### config.mk
export PLATFORM = sky130hd
export DESIGN_NAME = constraint_scheduler
export DESIGN_NICKNAME = d
export VERILOG_FILES = /design/src/rtl/constraint_scheduler.sv
export SDC_FILE = /design/constraint.sdc
export NUM_CORES = 2
export LEC_CHECK = 0
export BUFFER_PORTS_ARGS = -buffer_cell sky130_fd_sc_hd__buf_2
export CORE_ASPECT_RATIO = 1.1
export CORE_MARGIN = 10
export CORE_UTILIZATION = 42
export CTS_CLUSTER_SIZE = 12
export DETAILED_ROUTE_END_ITERATION = 16
export HOLD_SLACK_MARGIN = 0.08
export PLACE_DENSITY_LB_ADDON = 0.12
export SYNTH_ARGS = -nofsm -noshare
export SYNTH_HDL_FRONTEND = slang
export SYNTH_SLANG_ARGS = --single-unit
### constraint.sdc
create_clock -name clk -period 108.3 [get_ports clk]
set_input_delay 5.415 -clock clk [delete_from_list [all_inputs] [get_ports clk]]
set_output_delay 5.415 -clock clk [all_outputs]
set_load 0.01 [all_outputs]
### src/rtl/constraint_scheduler.sv
// constraint_scheduler
// Sequencer around the combinational enforce_constraint datapath of the
// rope/chain simulator. Holds a register file of point positions and runs
// ITERS Gauss-Seidel sweeps over points 1..N_POINTS-1 on each start. Point 0
// is the anchor and is never written by a run.
//
// Ports
//   clk, rst                      clock, asynchronous active-high reset
//   ld_valid/ld_idx/ld_x/ld_y     file write port, accepted while ld_ready
//   ld_ready                      high while idle (not busy)
//   start                         begin a run, sampled in IDLE only
//   busy, done, iter_cnt          run status, done is a one-cycle pulse
//   rd_idx, rd_x, rd_y            combinational file read, 0 when out of range
//   ec_up_*/ec_*/ec_down_*        registered datapath operands
//   ec_is_last                    operands belong to the last point
//   ec_x_new, ec_y_new            datapath result, written back in WRITE
//
// state | meaning
// IDLE  | waiting for start, loads allowed
// SETUP | register neighbour operands for point idx
// EVAL  | settle cycle for the combinational datapath
// WRITE | store result into file[idx], advance idx / sweep
// DONE  | done pulse, back to IDLE next edge

module constraint_scheduler #(
    parameter int N_POINTS = 16,
    parameter int ITERS    = 4,
    parameter int IDX_W    = 4
) (
    input  logic             clk,
    input  logic             rst,
    input  logic             ld_valid,
    input  logic [IDX_W-1:0] ld_idx,
    input  logic [31:0]      ld_x,
    input  logic [31:0]      ld_y,
    output logic             ld_ready,
    input  logic             start,
    output logic             busy,
    output logic             done,
    output logic [IDX_W-1:0] iter_cnt,
    input  logic [IDX_W-1:0] rd_idx,
    output logic [31:0]      rd_x,
    output logic [31:0]      rd_y,
    output logic [31:0]      ec_up_x,
    output logic [31:0]      ec_up_y,
    output logic [31:0]      ec_x,
    output logic [31:0]      ec_y,
    output logic [31:0]      ec_down_x,
    output logic [31:0]      ec_down_y,
    output logic             ec_is_last,
    input  logic [31:0]      ec_x_new,
    input  logic [31:0]      ec_y_new
);

    localparam logic [IDX_W:0]   NUM_PTS   = (IDX_W+1)'(N_POINTS);
    localparam logic [IDX_W-1:0] LAST_IDX  = IDX_W'(N_POINTS - 1);
    localparam logic [IDX_W-1:0] LAST_ITER = IDX_W'(ITERS - 1);
    localparam logic [IDX_W-1:0] ONE       = IDX_W'(1);

    typedef enum logic [2:0] {
        S_IDLE,
        S_SETUP,
        S_EVAL,
        S_WRITE,
        S_DONE
    } state_t;

    state_t           state;
    logic [IDX_W-1:0] idx;
    logic [IDX_W-1:0] idx_up;
    logic [IDX_W-1:0] idx_down;
    logic             ld_hit;
    logic [31:0]      file_x [N_POINTS];
    logic [31:0]      file_y [N_POINTS];

    // The last point has no lower neighbour; it mirrors its upper one instead.
    assign idx_up   = idx - ONE;
    assign idx_down = (idx == LAST_IDX) ? idx - ONE : idx + ONE;

    assign ld_ready = !busy;
    assign ld_hit   = ld_valid && !busy && ({1'b0, ld_idx} < NUM_PTS);

    always_comb begin
        rd_x = '0;
        rd_y = '0;
        if ({1'b0, rd_idx} < NUM_PTS) begin
            rd_x = file_x[rd_idx];
            rd_y = file_y[rd_idx];
        end
    end

    always_ff @(posedge clk or posedge rst) begin
        if (rst) begin
            state      <= S_IDLE;
            idx        <= ONE;
            iter_cnt   <= '0;
            busy       <= 1'b0;
            done       <= 1'b0;
            ec_up_x    <= '0;
            ec_up_y    <= '0;
            ec_x       <= '0;
            ec_y       <= '0;
            ec_down_x  <= '0;
            ec_down_y  <= '0;
            ec_is_last <= 1'b0;
            for (int i = 0; i < N_POINTS; i++) begin
                file_x[i] <= '0;
                file_y[i] <= '0;
            end
        end else begin
            // Loads only happen while idle, so they never collide with WRITE.
            if (ld_hit) begin
                file_x[ld_idx] <= ld_x;
                file_y[ld_idx] <= ld_y;
            end

            case (state)
                S_IDLE: begin
                    if (start) begin
                        state    <= S_SETUP;
                        idx      <= ONE;
                        iter_cnt <= '0;
                        busy     <= 1'b1;
                    end
                end
                S_SETUP: begin
                    ec_up_x    <= file_x[idx_up];
                    ec_up_y    <= file_y[idx_up];
                    ec_x       <= file_x[idx];
                    ec_y       <= file_y[idx];
                    ec_down_x  <= file_x[idx_down];
                    ec_down_y  <= file_y[idx_down];
                    ec_is_last <= (idx == LAST_IDX);
                    state      <= S_EVAL;
                end
                S_EVAL: begin
                    state <= S_WRITE;
                end
                S_WRITE: begin
                    file_x[idx] <= ec_x_new;
                    file_y[idx] <= ec_y_new;
                    if (idx < LAST_IDX) begin
                        idx   <= idx + ONE;
                        state <= S_SETUP;
                    end else if (iter_cnt < LAST_ITER) begin
                        iter_cnt <= iter_cnt + ONE;
                        idx      <= ONE;
                        state    <= S_SETUP;
                    end else begin
                        done  <= 1'b1;
                        state <= S_DONE;
                    end
                end
                S_DONE: begin
                    done  <= 1'b0;
                    busy  <= 1'b0;
                    state <= S_IDLE;
                end
                default: begin
                    state <= S_IDLE;
                end
            endcase
        end
    end

endmodule

==> summary.md <==
| Metric | Value |
|---|---|
| Normalized max-slew margin | `20.6%` |
| First-pass GRT wire length | `484000 µm` |
| Clock group share of total power | `38.0%` |
| Worst R2R Setup Slack | `101250 ps` |
| FF/Latch Area | `30800 µm²` |
| Clock buffer count from CTS | `around 150` |
| CTS Buffer Depth | `3` |
| Critical Path Fanout Max | `between 80 and 90` |
| Die height | `496 µm` |
| Power Internal | `~0.001 W` |
| Final setup vio count | `0` |
| CP max stage delay | `980 ps` |
| Switching part of the total | `29.5%` |
| Crit path buffers/inverters | `4` |
| Drt first pass iters | `5` |
| Syn nets | `7550` |
| Min cycle time layout | `14820 ps` |
| Fill cells | `18700` |
| Worst EP required | `~100000 ps` |
| Die X | `roughly 450 µm` |
| Largest net degree at the start of global routing | `154` |
| Seq cells post-synth | `1230` |
| Row count | `approximately 170` |
| Slowest CP cell | `buf_4` |
| RSZ-0062 raised after global routing | `no` |
| CP Capture Type | `output pin` |
| Fraction of the yosys area taken by sequential cells | `a little over a third` |
| Synth-to-layout area growth | `9.44%` |
| WP data arrival | `approximately 9400 ps` |
| Kind of critical path | `in -> out` |
| Warnings, synthesis | `0` |
| Cell area after synthesis | `86600 µm²` |
| Post-cts repair resize count | `0` |
| Slew Limit Fails | `0` |
| Clk_skew | `30.9 ps` |
| Setup crit start kind | `input pin` |
| DR vias/cell | `6.51` |
| Power share of the sequential group | `43.1%` |
| Clock Latency Late Sink | `820 ps` |
| Clock root buffer | `clkbuf_16` |
| Status | `completed` |
| Comb power frac | `18.9%` |
| Worst vdd ir | `0.0000160 V` |
| Hold WC Path Type | `reg -> reg` |
| Grt ovf | `0` |
| Global-route usage over all layers | `28.9%` |
| Total Wirelength | `331000 µm` |
| Via count | `65700` |
| H-Tree Depth | `4` |
| Setup repair bufs after CTS | `0` |
| Synth Area per Inst | `11.7 µm²` |
| Cell variety after synth | `42` |
| Tcrit/Tclk final | `13.7%` |
| DRC viols | `0` |
| Reg2Reg Depth | `9` |
| Routed WL per cell | `32.8 µm` |
| Share of cells above drive strength 1 | `26.1%` |
| Sw power | `0.000416 W` |
| Multi-input gate area | `52200 µm²` |
| Fin util | `between 40% and 50%` |
| CORE AREA | `205000 µm²` |
| Cell Chain, Critical Path | `buf_8 -> buf_4 -> buf_4 -> mux4_2 -> mux4_2 -> buf_2` |
| Top Family by Delay on Critical Path | `buffers and inverters` |
| Starting DRT DRC Count | `6812` |
| Worst-margin pin slew | `1190 ps` |
| GPL Wtd Cong | `0.838` |
| WHS Path Cells | `2` |
| Antenna viol nets, final | `0` |
| I/O pins | `404` |
| Count of final hold-check violations | `0` |
| CTS tree | `yes` |
| Lkg Pwr | `roughly 39 nW` |
| Fin Setup TNS | `0 ps` |
| Syn Inst Count | `7405` |
| Initial antenna violation count | `50` |
| Total die area | `~220000 µm²` |
| CTS Hold Bufs | `0` |
| PD cells | `14.9 nW/µm²` |
| # clock sinks | `between 1000 and 1500` |
| Min-delay src | `ec_up_y[30]` |
| Max Fclk | `between 60 and 70 MHz` |
| Final #Nets | `7371` |
| Tot Pwr | `0.00141 W` |
| RR Startpoint | `idx[0]` |
| Hold EP | `ec_up_y[30]` |
| Port Buffers | `403` |
| Detail Placement HPWL | `194000 µm` |
| Vias in the first global route | `65200` |
| Max-cap violation count | `0` |
| Starting Density | `42.3%` |
| Clock transition at the registers of the reported paths | `50 ps` |
| Reg2reg end | `ec_up_y[22]` |
==> state kept, by name, summed over array words and instances (netlist names) <==
name        flops
iter_cnt        4
state           3
ec_up_y        32
ec_y           32
done            1
ec_down_x      32
file_x        512
ec_down_y      32
ec_up_x        32
file_y        512
busy            1
idx             4
ec_is_last      1
ec_x           32
==> logic make-up after synthesis <==
kind of cell | count (synthesis) | synth area share [%]
buffers and inverters | 884 | 4.60
AND/OR/NAND/NOR | 1485 | 6.59
flip-flops | 1230 | 35.5
adder cells (fa/ha/maj) | 5 | 0.0722
multiplexers | 2627 | 46.1
AO/OA/AOI/OAI | 1170 | 7.06
XOR/XNOR | 4 | 0.0578
==> metal layers <==
metal  global-route usage [%]  vias to the layer above  wire, µm
li1                         -                    27500         -
met1                     39.0                    34300    134000
met2                     45.9                     3143    156000
met3                     5.25                      694     25500
met4                     12.6                       24     15500
met5                        0                        -       154
==> synthesized netlist by cell type <==
cell type  count  area [µm²]
a21o_1        64         480
a21oi_1      773        3870
a22o_1         2        17.5
a31oi_1        3        18.8
and2_1         1        6.26
and3_1         5        31.3
and3b_1        1        8.76
buf_1         71         267
buf_2        256        1280
buf_4         61         458
buf_6         12         135
clkbuf_1     471        1770
clkbuf_4       8        60.1
dfrtp_1     1229       30800
dfstp_2        1        26.3
ha_1           5        62.6
inv_1          5        18.8
mux2_2         2        22.5
mux2i_1     1537       15400
mux4_2      1088       24500
nand2_1      661        2480
nand2b_1       3        18.8
nand3_1       10        50.1
nand3_4        1        17.5
nand3b_1       1        7.51
nand4_1        5        31.3
nor2_1       776        2910
nor2_2         1        6.26
nor2b_1        6        37.5
nor3_1         7        35.0
nor3b_1        3        22.5
nor4b_2        1        15.0
nor4bb_1       2        20.0
o21a_1         1        7.51
o21ai_0      261        1310
o21ai_1        1        5.00
o22ai_1       64         400
o31ai_1        1        7.51
or2_2          1        6.26
xnor2_1        1        8.76
xnor2_2        2        32.5
xor2_1         1        8.76
==> placed cells by master (no fill, tap or decap), drive strengths merged, types with 16 or more instances in the layout <==
cell type  Yosys  layout
mux2i       1537    1537
buf          400     546
clkbuf       479     219
o21ai        262     262
mux4        1088    1088
a21oi        773     773
nor2         777     777
bufinv         0      16
a21o          64      64
o22ai         64      64
nand2        661     661
dfrtp       1229    1229
diode          0      22
clkinv         0      29
==> worst reg2reg max path, cell delays in order (launching register included) <==
cell and delay [ps]:
dfstp_4 970, buf_4 850, buf_4 1030, buf_4 960, buf_4 890, buf_4 880, mux4_2 650, mux4_2 540
nand2_1 100, nand2_1 60
==> per-stage QoR <==
step / setup slack [ps] / hold slack (ps) / area, µm² / instances
2_1_floorplan: 68230 / 514 / 86600 / 7405
3_3_place_gp: 93600 / 453 / 89600 / 9801
3_5_place_dp: 93510 / 457 / 89600 / 9801
4_1_cts: 93520 / 471 / 94700 / 10100
5_1_grt: 93390 / 486 / 94800 / 10100
6_report: 93480 / 464 / 94800 / 10100
==> cell type report <==
cell class | count | share of cell area, %
multi-input combinational | 5291 | 55.0
tap | 2728 | 3.60
clock inverter | 57 | 0.799
antenna | 22 | 0.0581
sequential | 1230 | 32.5
timing repair buffer | 547 | 3.40
inverter | 5 | 0.0277
clock buffer | 218 | 4.61
==> power groups by stage <==
stage / Combinational [W] / Sequential, W / Clock, W
final: 0.000267 / 0.000609 / 0.000536
after global routing: 0.000291 / 0.000618 / 0.000565
after CTS: 0.000269 / 0.000606 / 0.000546
after detailed placement: 0.000269 / 0.000614 / 0
after global placement: 0.000262 / 0.000612 / 0
after floorplan: 0.000199 / 0.000588 / 0
==> worst max-delay path by stage <==
stage / slack (ps) / from / end / cells past startpoint
2_1_floorplan: 68230 / rst / busy / 1
3_3_place_gp: 93600 / rd_idx[1] / rd_y[31] / 6
3_5_place_dp: 93510 / rd_idx[1] / rd_x[31] / 6
4_1_cts: 93520 / rd_idx[1] / rd_y[31] / 6
5_1_grt: 93390 / rd_idx[1] / rd_x[31] / 6
6_report: 93480 / rd_idx[1] / rd_x[31] / 6
Note: power is estimated with default switching activity, not from simulation.
